## config.mk

```make
export PLATFORM = sky130hd
export DESIGN_NAME = cache_refill_controller
export DESIGN_NICKNAME = d
export VERILOG_FILES = /design/src/rtl/cache_refill_controller.sv
export SDC_FILE = /design/constraint.sdc
export NUM_CORES = 1
export LEC_CHECK = 0
export ABC_AREA = 1
export CORE_UTILIZATION = 48
export CTS_BUF_LIST = sky130_fd_sc_hd__clkbuf_4 sky130_fd_sc_hd__clkbuf_8
export DETAILED_ROUTE_END_ITERATION = 12
export PLACE_DENSITY = 0.9
export SETUP_SLACK_MARGIN = 0.05
export SKIP_CTS_REPAIR_TIMING = 1
export SLEW_MARGIN = 20
export SYNTH_ARGS = -nofsm -noshare
export SYNTH_HDL_FRONTEND = slang
export SYNTH_SLANG_ARGS = --single-unit
```

## constraint.sdc

```tcl
create_clock -name clk -period 4 [get_ports clk]
set_input_delay 1 -clock clk [delete_from_list [all_inputs] [get_ports clk]]
set_output_delay 1 -clock clk [all_outputs]
set_load 0.02 [all_outputs]
```

## src/rtl/cache_refill_controller.sv

```systemverilog
// -----------------------------------------------------------------------------
// cache_refill_controller
//
// Single-clock controller for a direct-mapped cache. An accepted request is
// looked up, refilled word by word from main memory on a miss, and finally
// read out of the cache.
//
// Optional feature macro: CACHE_STATS_EN
//   Defined     -> hit_count / miss_count ports and saturating counters exist.
//   Not defined -> those ports and counters are absent; all other behaviour
//                  is identical.
//
// Output decode is derived from the state register, so clear_n forces every
// output to its idle value at once without waiting for a clock edge.
// cache_write is the one exception: it follows mem_ready in the same cycle so
// the returning word can be written without an extra buffer stage.
// -----------------------------------------------------------------------------
module cache_refill_controller #(
  parameter int ADDR_W = 15,
  parameter int WORDS  = 4,
  parameter int CNT_W  = 16,
  localparam int OFS_W = $clog2(WORDS)
) (
  input  logic              clk,
  input  logic              clear_n,
  input  logic              req,
  input  logic [ADDR_W-1:0] address,
  input  logic              hit,
  input  logic              mem_ready,
  output logic              ready,
  output logic              cache_read,
  output logic              cache_write,
  output logic              mem_read,
  output logic [ADDR_W-1:0] mem_addr,
  output logic [OFS_W-1:0]  word_sel
`ifdef CACHE_STATS_EN
  ,
  output logic [CNT_W-1:0]  hit_count,
  output logic [CNT_W-1:0]  miss_count
`endif
);

  // State encoding kept as plain constants so it matches older netlists.
  localparam logic [1:0] ST_IDLE    = 2'd0;
  localparam logic [1:0] ST_LOOKUP  = 2'd1;
  localparam logic [1:0] ST_REFILL  = 2'd2;
  localparam logic [1:0] ST_RESPOND = 2'd3;

  // Last word offset of a block; the refill stops here instead of wrapping.
  localparam logic [OFS_W-1:0] LAST_OFS = OFS_W'(WORDS - 1);

  logic [1:0]        state_r;
  logic [1:0]        state_nxt_s;
  logic [OFS_W-1:0]  cnt_r;
  logic [OFS_W-1:0]  cnt_nxt_s;
  logic [ADDR_W-1:0] addr_r;
  logic [ADDR_W-1:0] addr_nxt_s;

  // Next-state, refill-counter and address-latch logic.
  always_comb begin
    state_nxt_s = state_r;
    cnt_nxt_s   = cnt_r;
    addr_nxt_s  = addr_r;
    case (state_r)
      ST_IDLE: begin
        // Only IDLE samples req, so a request held high during a refill
        // cannot disturb the address being serviced.
        if (req) begin
          addr_nxt_s  = address;
          state_nxt_s = ST_LOOKUP;
        end else begin
          state_nxt_s = ST_IDLE;
        end
      end
      ST_LOOKUP: begin
        if (hit) begin
          state_nxt_s = ST_RESPOND;
        end else begin
          cnt_nxt_s   = {OFS_W{1'b0}};
          state_nxt_s = ST_REFILL;
        end
      end
      ST_REFILL: begin
        // Stalls with everything held until memory returns a word.
        if (mem_ready) begin
          if (cnt_r == LAST_OFS) begin
            state_nxt_s = ST_RESPOND;
          end else begin
            cnt_nxt_s = cnt_r + OFS_W'(1);
          end
        end else begin
          state_nxt_s = ST_REFILL;
        end
      end
      ST_RESPOND: begin
        state_nxt_s = ST_IDLE;
      end
      default: begin
        // Unreachable encodings recover to a safe idle state.
        state_nxt_s = ST_IDLE;
        cnt_nxt_s   = {OFS_W{1'b0}};
      end
    endcase
  end

  // State, counter and latched-address registers with asynchronous clear.
  always_ff @(posedge clk or negedge clear_n) begin
    if (!clear_n) begin
      state_r <= ST_IDLE;
      cnt_r   <= {OFS_W{1'b0}};
      addr_r  <= {ADDR_W{1'b0}};
    end else begin
      state_r <= state_nxt_s;
      cnt_r   <= cnt_nxt_s;
      addr_r  <= addr_nxt_s;
    end
  end

  // Output decode from the current state; all outputs default to zero.
  always_comb begin
    ready       = 1'b0;
    cache_read  = 1'b0;
    cache_write = 1'b0;
    mem_read    = 1'b0;
    mem_addr    = {ADDR_W{1'b0}};
    word_sel    = {OFS_W{1'b0}};
    case (state_r)
      ST_IDLE: begin
        ready = 1'b1;
      end
      ST_LOOKUP: begin
        ready = 1'b0;
      end
      ST_REFILL: begin
        mem_read    = 1'b1;
        mem_addr    = {addr_r[ADDR_W-1:OFS_W], cnt_r};
        word_sel    = cnt_r;
        cache_write = mem_ready;
      end
      ST_RESPOND: begin
        cache_read = 1'b1;
        word_sel   = addr_r[OFS_W-1:0];
      end
      default: begin
        ready = 1'b0;
      end
    endcase
  end

`ifdef CACHE_STATS_EN
  logic [CNT_W-1:0] hit_cnt_r;
  logic [CNT_W-1:0] miss_cnt_r;

  // Saturating increment: sticks at all-ones instead of wrapping to zero.
  function automatic logic [CNT_W-1:0] sat_inc(input logic [CNT_W-1:0] v);
    if (v == {CNT_W{1'b1}}) begin
      sat_inc = v;
    end else begin
      sat_inc = v + CNT_W'(1);
    end
  endfunction

  // Hit/miss statistics, updated once per lookup.
  always_ff @(posedge clk or negedge clear_n) begin
    if (!clear_n) begin
      hit_cnt_r  <= {CNT_W{1'b0}};
      miss_cnt_r <= {CNT_W{1'b0}};
    end else if (state_r == ST_LOOKUP) begin
      if (hit) begin
        hit_cnt_r <= sat_inc(hit_cnt_r);
      end else begin
        miss_cnt_r <= sat_inc(miss_cnt_r);
      end
    end else begin
      hit_cnt_r  <= hit_cnt_r;
      miss_cnt_r <= miss_cnt_r;
    end
  end

  assign hit_count  = hit_cnt_r;
  assign miss_count = miss_cnt_r;
`endif

endmodule

```

==> Word-level counts from Yosys, hierarchy flattened <==
Index checks and enable logic that the tools add are counted.
{ "op_classes": {"n_reduce_logical": 4, "order_cmp": 0, "muxes": 15, "bitwise": 0, "div": 0, "n_shift": 0, "eq_ne": 8, "n_mul": 0, "addsub": 1} }
{ "op_table": {"columns": ["op", "n"], "rows": [
  ["$mux W15", 1],
  ["$mux W2", 5],
  ["$pmux W2 S2", 2],
  ["$pmux W2 S4", 1],
  ["$eq A2 B2 Y1 const B", 3],
  ["$mux W1", 6],
  ["$ne A2 B2 Y1 const B", 3],
  ["$reduce_and A4 Y1", 1],
  ["$ne A3 B3 Y1 const B", 1],
  ["$add A2 B1 Y2 const B", 1],
  ["$eq A2 B1 Y1 const B", 1],
  ["$logic_not A2 Y1", 1],
  ["$reduce_and A2 Y1", 1],
  ["$reduce_bool A2 Y1", 1]
]} }
{ "totals": {"latchBits": 0, "ramBits": 0, "in_bits": 20, "n_memories": 0, "ff_bits": 19, "out_inout_bits": 21, "wordCells": 31, "rom_bits": 0} }

==> Longest topological paths before layout <==
Gate-level depths: netlist of the first run.
{ "depth": {"ltp_word": 4, "mapped_depth": 9, "mapped_depth_nobuf": 8} }

==> Least setup slack after synthesis of the first run <==
No wires, ideal clock.
{ "synth_path": {"path_type": "reg2out", "startpoint": "register state_r[0]", "endpoint": "output port word_sel[0]", "setup_slack_ns": 1.635, "t_required_ns": 3.000, "stages_incl_launch_ff": 5, "path_buffers": 0, "arrival_time_ns": 1.365, "path_cell_list": "dfrtp_1 > inv_1 > ha_1 > nor2_1 > o21ai_0"} }
{ "synth_via": {"elab_chain_len": 2, "word_cells_on_any_way": 3, "cone_classes": "eq/ne (2); mux (1)"} }
{ "synth_rtl": {"columns": ["item", "line", "rtl"], "rows": [
  ["from (decl)", "52", "logic [1:0] state_r;"],
  ["from (signal assigned)", "113", "state_r <= state_nxt_s;"],
  ["$eq A2 B2 Y1", "127", "case (state_r)"],
  ["$pmux W2 S2 *", "127", null],
  ["to (decl)", "35", "output logic [OFS_W-1:0] word_sel"]
]} }
Every way passes the cells marked *; elsewhere a longest branch is shown, timed or not.

==> Worst setup path after layout of the first run <==
Ends and elaborated chain as after synthesis.

==> metrics.md, run 1 <==
| Metric | Value |
|---|---|
| GPL Wtd Cong | 0.883 |
| DR vias/cell | 4.57 |
| Worst hold stages | 2 |
| Hold Startpoint | addr_r[14] |
| Unrepaired setup endpoints after global routing | no |
| Syn Nets | 171 |
| Most common library cell in the layout ignoring fill and taps | nand2_1 |
| GRT Overall Usage | 22.1% |
| Least-Margin Pin Slew | 0.822 ns |
| Nets | 212 |
| Root Driver | clkbuf_4 |
| Reg-to-Reg Start | state_r[0] |
| Final period demand of the worst path | 3.48 ns |
| Post-route DRC violation count | 0 |
| ANT nets after route | 0 |
| Antenna Cells | 0 |
| Port bufs | 40 |
| Tcrit/Tclk final | 87.0% |
| Dpl hpwl | 1720 um |
| CTS tree | built |
| Pins Over Slew Limit | 0 |
| Avg Cell Area, Syn | 7.27 um^2 |
| Clock slew seen by the registers of the worst setup and hold paths | 0.10 ns |
| Remaining global-route overflow | 0 |
| Vias in the first global route | 978 |
| Cells after synthesis | 145 |
| Leak | 0.868 nW |
| First-pass GRT wire length | 4040 um |
| H-tree levels | 1 |
| I/O pin cnt | 41 |
| Iteration count of the initial detailed-routing pass | 4 |
| Yosys reg bits | 19 |
| Rows | 16 |
| Clock skew | 0.00123 ns |
| FF-to-FF path depth | 7 |
| Worst Path Arrival | 2.48 ns |
| Syn Std Cell Area | 1050 um^2 |
| Sequential fraction of the synthesis area | 45.1% |
| Drt initial violations | 17 |
| Crit. Startpoint | state_r[0] |
| Die extent in y | 48.9 um |
| Most frequent cells in the layout | 74 x nand2_1, 40 x clkdlybuf4s50_1, 22 x inv_1 |
| Startpoint Class | flop |
| Critical Path Fanout Max | 18 |
| Synth warn | 0 |
| FMAX | 288 MHz |
| Core area | 2020 um^2 |
| WL/cell | 11.1 um |
| Clk sinks | 19 |
| Full die area | 2390 um^2 |
| Largest net degree at the start of global routing | 20 |
| Fraction of layout cells with a size suffix above 1 | 5.95% |
| HP Class | reg2reg |
| Post-route cell area | 1480 um^2 |
| Distinct cell type count after synthesis | 17 |
| Initial antenna violation count | 0 |
| Syn-to-layout area delta | 40.3% |
| Final setup violation count | 0 |
| MaxCap Viol Count | 0 |
| Cell Area, Placed | 1450 um^2 |
| Worst EP required | 3.00 ns |
| # fillers | 165 |
| TNS Setup | 0 ns |
| CTS buffer count | 3 |
| Fin. Hold Viols | 0 |
| Die W | 48.9 um |
| P per Cell Area | 702 nW/um^2 |
| Initial Util | 52.2% |
| Clock latency on the worst-skew pair | 0.30 ns |
| Bufs on Longest Clock Path | 2 |
| Final Util | 73.2% |
| Max_slew headroom | 45.0% |
| Outcome | complete, no violations |
| Final WL | 2360 um |
| Routed vias | 968 |
| Worst VDD drop | 0.500 mV |
| Crit end category | output port |
| Setup CP Type | reg2out |
[area by class of cell]
| class | instances | area, um^2 | area share, % |
|---|---|---|---|
| Tap cell | 27 | 33.8 | 2.28 |
| Inverter | 25 | 96.3 | 6.51 |
| Multi-Input combinational cell | 97 | 444 | 30.0 |
| Timing Repair Buffer | 40 | 400 | 27.0 |
| Clock buffer | 4 | 30.0 | 2.03 |
| Sequential cell | 19 | 475 | 32.1 |
[worst max-delay path, cell delays in order (launching register included)]
cell and delay [ns]:
dfrtp_1 0.45, inv_1 0.13, ha_1 0.63, nand2_1 0.16, o21ai_0 0.19, clkdlybuf4s50_1 0.62
[logic make-up after synthesis]
logic type / count (synthesis) / share of synthesized area [%]
AO/OA/AOI/OAI: 4 / 1.90
buffers and inverters: 29 / 12.8
AND/OR/NAND/NOR: 87 / 33.1
flip-flops: 19 / 45.1
adder cells (fa/ha/maj): 6 / 7.12
[per-layer routing]
metal  track usage (%)  up-vias  share of wire [%]
met2              40.5       25                 50
met3              4.98        7                2.9
met5                 0        -                  0
met1              24.8      440                 45
li1                  -      496                  -
met4              8.33        0                2.0
[synthesized netlist by cell type, drive strengths merged]
master | n | share of area (%)
nand3 | 2 | 0.95
nor2 | 7 | 2.5
inv | 25 | 9.1
buf | 4 | 3.7
nand2 | 78 | 30
dfrtp | 19 | 45
o21ai | 3 | 1.4
a21oi | 1 | 0.47
ha | 6 | 7.1
[where the power goes]
part           internal (W)  switching, W  leakage, nW
Clock             0.0000456     0.0000589       0.0184
Sequential         0.000282     0.0000605        0.238
Combinational      0.000248      0.000344        0.612
Total              0.000576      0.000463        0.868
[registers in the layout, indices dropped and copies added (netlist names)]
register	count
addr_r	15
cnt_r	2
state_r	2
[through the flow]
stage	cells	hold slack [ns]	setup slack [ns]	total power, W
2_1_floorplan	145	0.449	1.64	0.000732
5_1_grt	212	0.523	0.360	0.00113
4_1_cts	212	0.493	0.524	0.00104
6_report	212	0.494	0.522	0.00104
3_3_place_gp	208	0.461	0.747	0.000912
3_5_place_dp	208	0.464	0.714	0.000934
[final timing paths]
check	to	slack, ns
max in group asynchronous	addr_r[12]	2.33
setup / recovery	word_sel[0]	0.52
hold / removal	addr_r[14]	0.49
hold reg to reg	addr_r[14]	0.49
min in group asynchronous	addr_r[7]	1.17
setup reg to reg	cnt_r[0]	2.24
Power figures use the tool's default switching activity.
==> run 2, diff against run 1 <==
--- a/config.mk
+++ b/config.mk
@@ -9,7 +9,8 @@
 export CORE_UTILIZATION = 48
 export CTS_BUF_LIST = sky130_fd_sc_hd__clkbuf_4 sky130_fd_sc_hd__clkbuf_8
 export DETAILED_ROUTE_END_ITERATION = 12
-export PLACE_DENSITY = 0.9
+export MAX_ROUTING_LAYER = met4
+export PLACE_DENSITY = 0.87
 export SETUP_SLACK_MARGIN = 0.05
 export SKIP_CTS_REPAIR_TIMING = 1
 export SLEW_MARGIN = 20
==> metrics.md, run 2 (same netlist as run 1, synthesis figures left out) <==
| Metric | Value |
|---|---|
| Crit path depth | 4 |
| Clock skew | 0.00106 ns |
| Outcome | complete, no violations |
| Least-Margin Pin Slew | 0.832 ns |
| H-tree levels | 1 |
| TNS Setup | 0 ns |
| Rows | 16 |
| Max FFs per register | 15 |
| Post-route DRC violation count | 0 |
| Largest regs | addr_r (15), cnt_r (2), state_r (2) |
| Syn-to-layout area delta | 41.0% |
| Max_slew headroom | 44.3% |
| Crit-path leading delay family | buffers and inverters |
| Remaining global-route overflow | 0 |
| CTS buffer count | 3 |
| Die W | 48.9 um |
| FMAX | 307 MHz |
| Drt initial violations | 19 |
| Nets | 213 |
| Port bufs | 40 |
| Crit end category | output port |
| Clock slew seen by the registers of the worst setup and hold paths | 0.10 ns |
| Worst VDD drop | 0.450 mV |
| Startpoint Class | input port |
| I/O pin cnt | 41 |
| Root Driver | clkbuf_4 |
| Crit path top cell by count | clkdlybuf4s50_1 |
| Dpl hpwl | 1700 um |
| Top reg by flops | addr_r |
| Tcrit/Tclk final | 81.3% |
| Bufs on Longest Clock Path | 2 |
| Setup WS pre-CTS | 0.759 ns |
| WL/cell | 10.9 um |
| Vias in the first global route | 906 |
| Slowest stage delay, CP | 0.59 ns |
| Largest net degree at the start of global routing | 20 |
| Min setup slack post-route | 0.747 ns |
| Final setup violation count | 0 |
| Core area | 2020 um^2 |
| DR vias/cell | 4.49 |
| Leak | 0.873 nW |
| Critical path's slowest cell | clkdlybuf4s50_1 |
| Clock latency on the worst-skew pair | 0.30 ns |
| Worst Path Arrival | 2.25 ns |
| First-pass GRT wire length | 3790 um |
| FF-to-FF path depth | 8 |
| Full die area | 2390 um^2 |
| Antenna Cells | 0 |
| HP Class | reg2reg |
| GPL Wtd Cong | 0.887 |
| Cell Chain, Critical Path | clkdlybuf4s50_1 > nand2_4 > inv_2 > clkdlybuf4s50_1 |
| Pins Over Slew Limit | 0 |
| Initial antenna violation count | 0 |
| Unrepaired setup endpoints after global routing | no |
| Reg-to-Reg Start | state_r[0] |
| Iteration count of the initial detailed-routing pass | 4 |
| Buf/Inv on CP | 3 |
| Most common library cell in the layout ignoring fill and taps | nand2_1 |
| Initial Util | 52.2% |
| Die extent in y | 48.9 um |
| Fin. Hold Viols | 0 |
| CTS tree | built |
| Worst hold stages | 2 |
| MaxCap Viol Count | 0 |
| Most frequent cells in the layout | 74 x nand2_1, 40 x clkdlybuf4s50_1, 22 x inv_1 |
| Routed vias | 957 |
| GRT Overall Usage | 21.6% |
| Crit. Startpoint | mem_ready |
| Worst EP required | 3.00 ns |
| Final period demand of the worst path | 3.25 ns |
| P per Cell Area | 701 nW/um^2 |
| Fraction of layout cells with a size suffix above 1 | 6.45% |
| Clk sinks | 19 |
| Final WL | 2330 um |
| ANT nets after route | 0 |
| Critical Path Fanout Max | 3 |
| Hold Startpoint | addr_r[14] |
| Setup CP Type | in2out |
## run 2: worst min-delay path: stages, from the launching register on
cell and delay, ns:
dfrtp_1 0.35, nand2_1 0.06, nand2_1 0.05
## run 2: metrics by stage
step	cells	utilization, %	area [um^2]	hold slack (ns)	power [W]
final	213	73.6	1490	0.490	0.00104
after detailed placement	209	72.1	1460	0.465	0.000942
after global routing	213	73.6	1490	0.516	0.00112
after global placement	209	72.1	1460	0.461	0.000920
after floorplan	145	-	1050	0.449	0.000732
after CTS	213	73.6	1490	0.492	0.00105
## run 2: final cells by class
cell class | instances | area [um^2]
Timing Repair Buffer | 41 | 408
Clock buffer | 4 | 30.0
Fill cell | 165 | 534
Multi-Input combinational cell | 97 | 444
Inverter | 25 | 96.3
Tap cell | 27 | 33.8
Sequential cell | 19 | 475
## run 2: layer usage
metal | part of all wire [%] | up-vias | GRT usage, %
met2 | 52 | 25 | 38.4
met1 | 43 | 433 | 24.3
met4 | 1.5 | 0 | 8.82
met5 | 0 | - | -
li1 | - | 495 | -
met3 | 3.1 | 4 | 2.80
## run 2: path summary, 6_finish.rpt
path / end / slack (ns)
worst max-delay path: cache_write / 0.75
worst min-delay path: addr_r[14] / 0.49
worst max register to register: cnt_r[0] / 2.43
worst min register to register: addr_r[14] / 0.49
max in group asynchronous: cnt_r[0] / 2.32
min in group asynchronous: state_r[1] / 1.17
## run 2: power breakdown
group / switching (W) / total [W] / leakage [nW] / internal [W]
combinational: 0.000349 / 0.000603 / 0.617 / 0.000254
clock: 0.0000585 / 0.000104 / 0.0184 / 0.0000457
sequential: 0.0000545 / 0.000336 / 0.238 / 0.000282
total: 0.000462 / 0.00104 / 0.873 / 0.000581
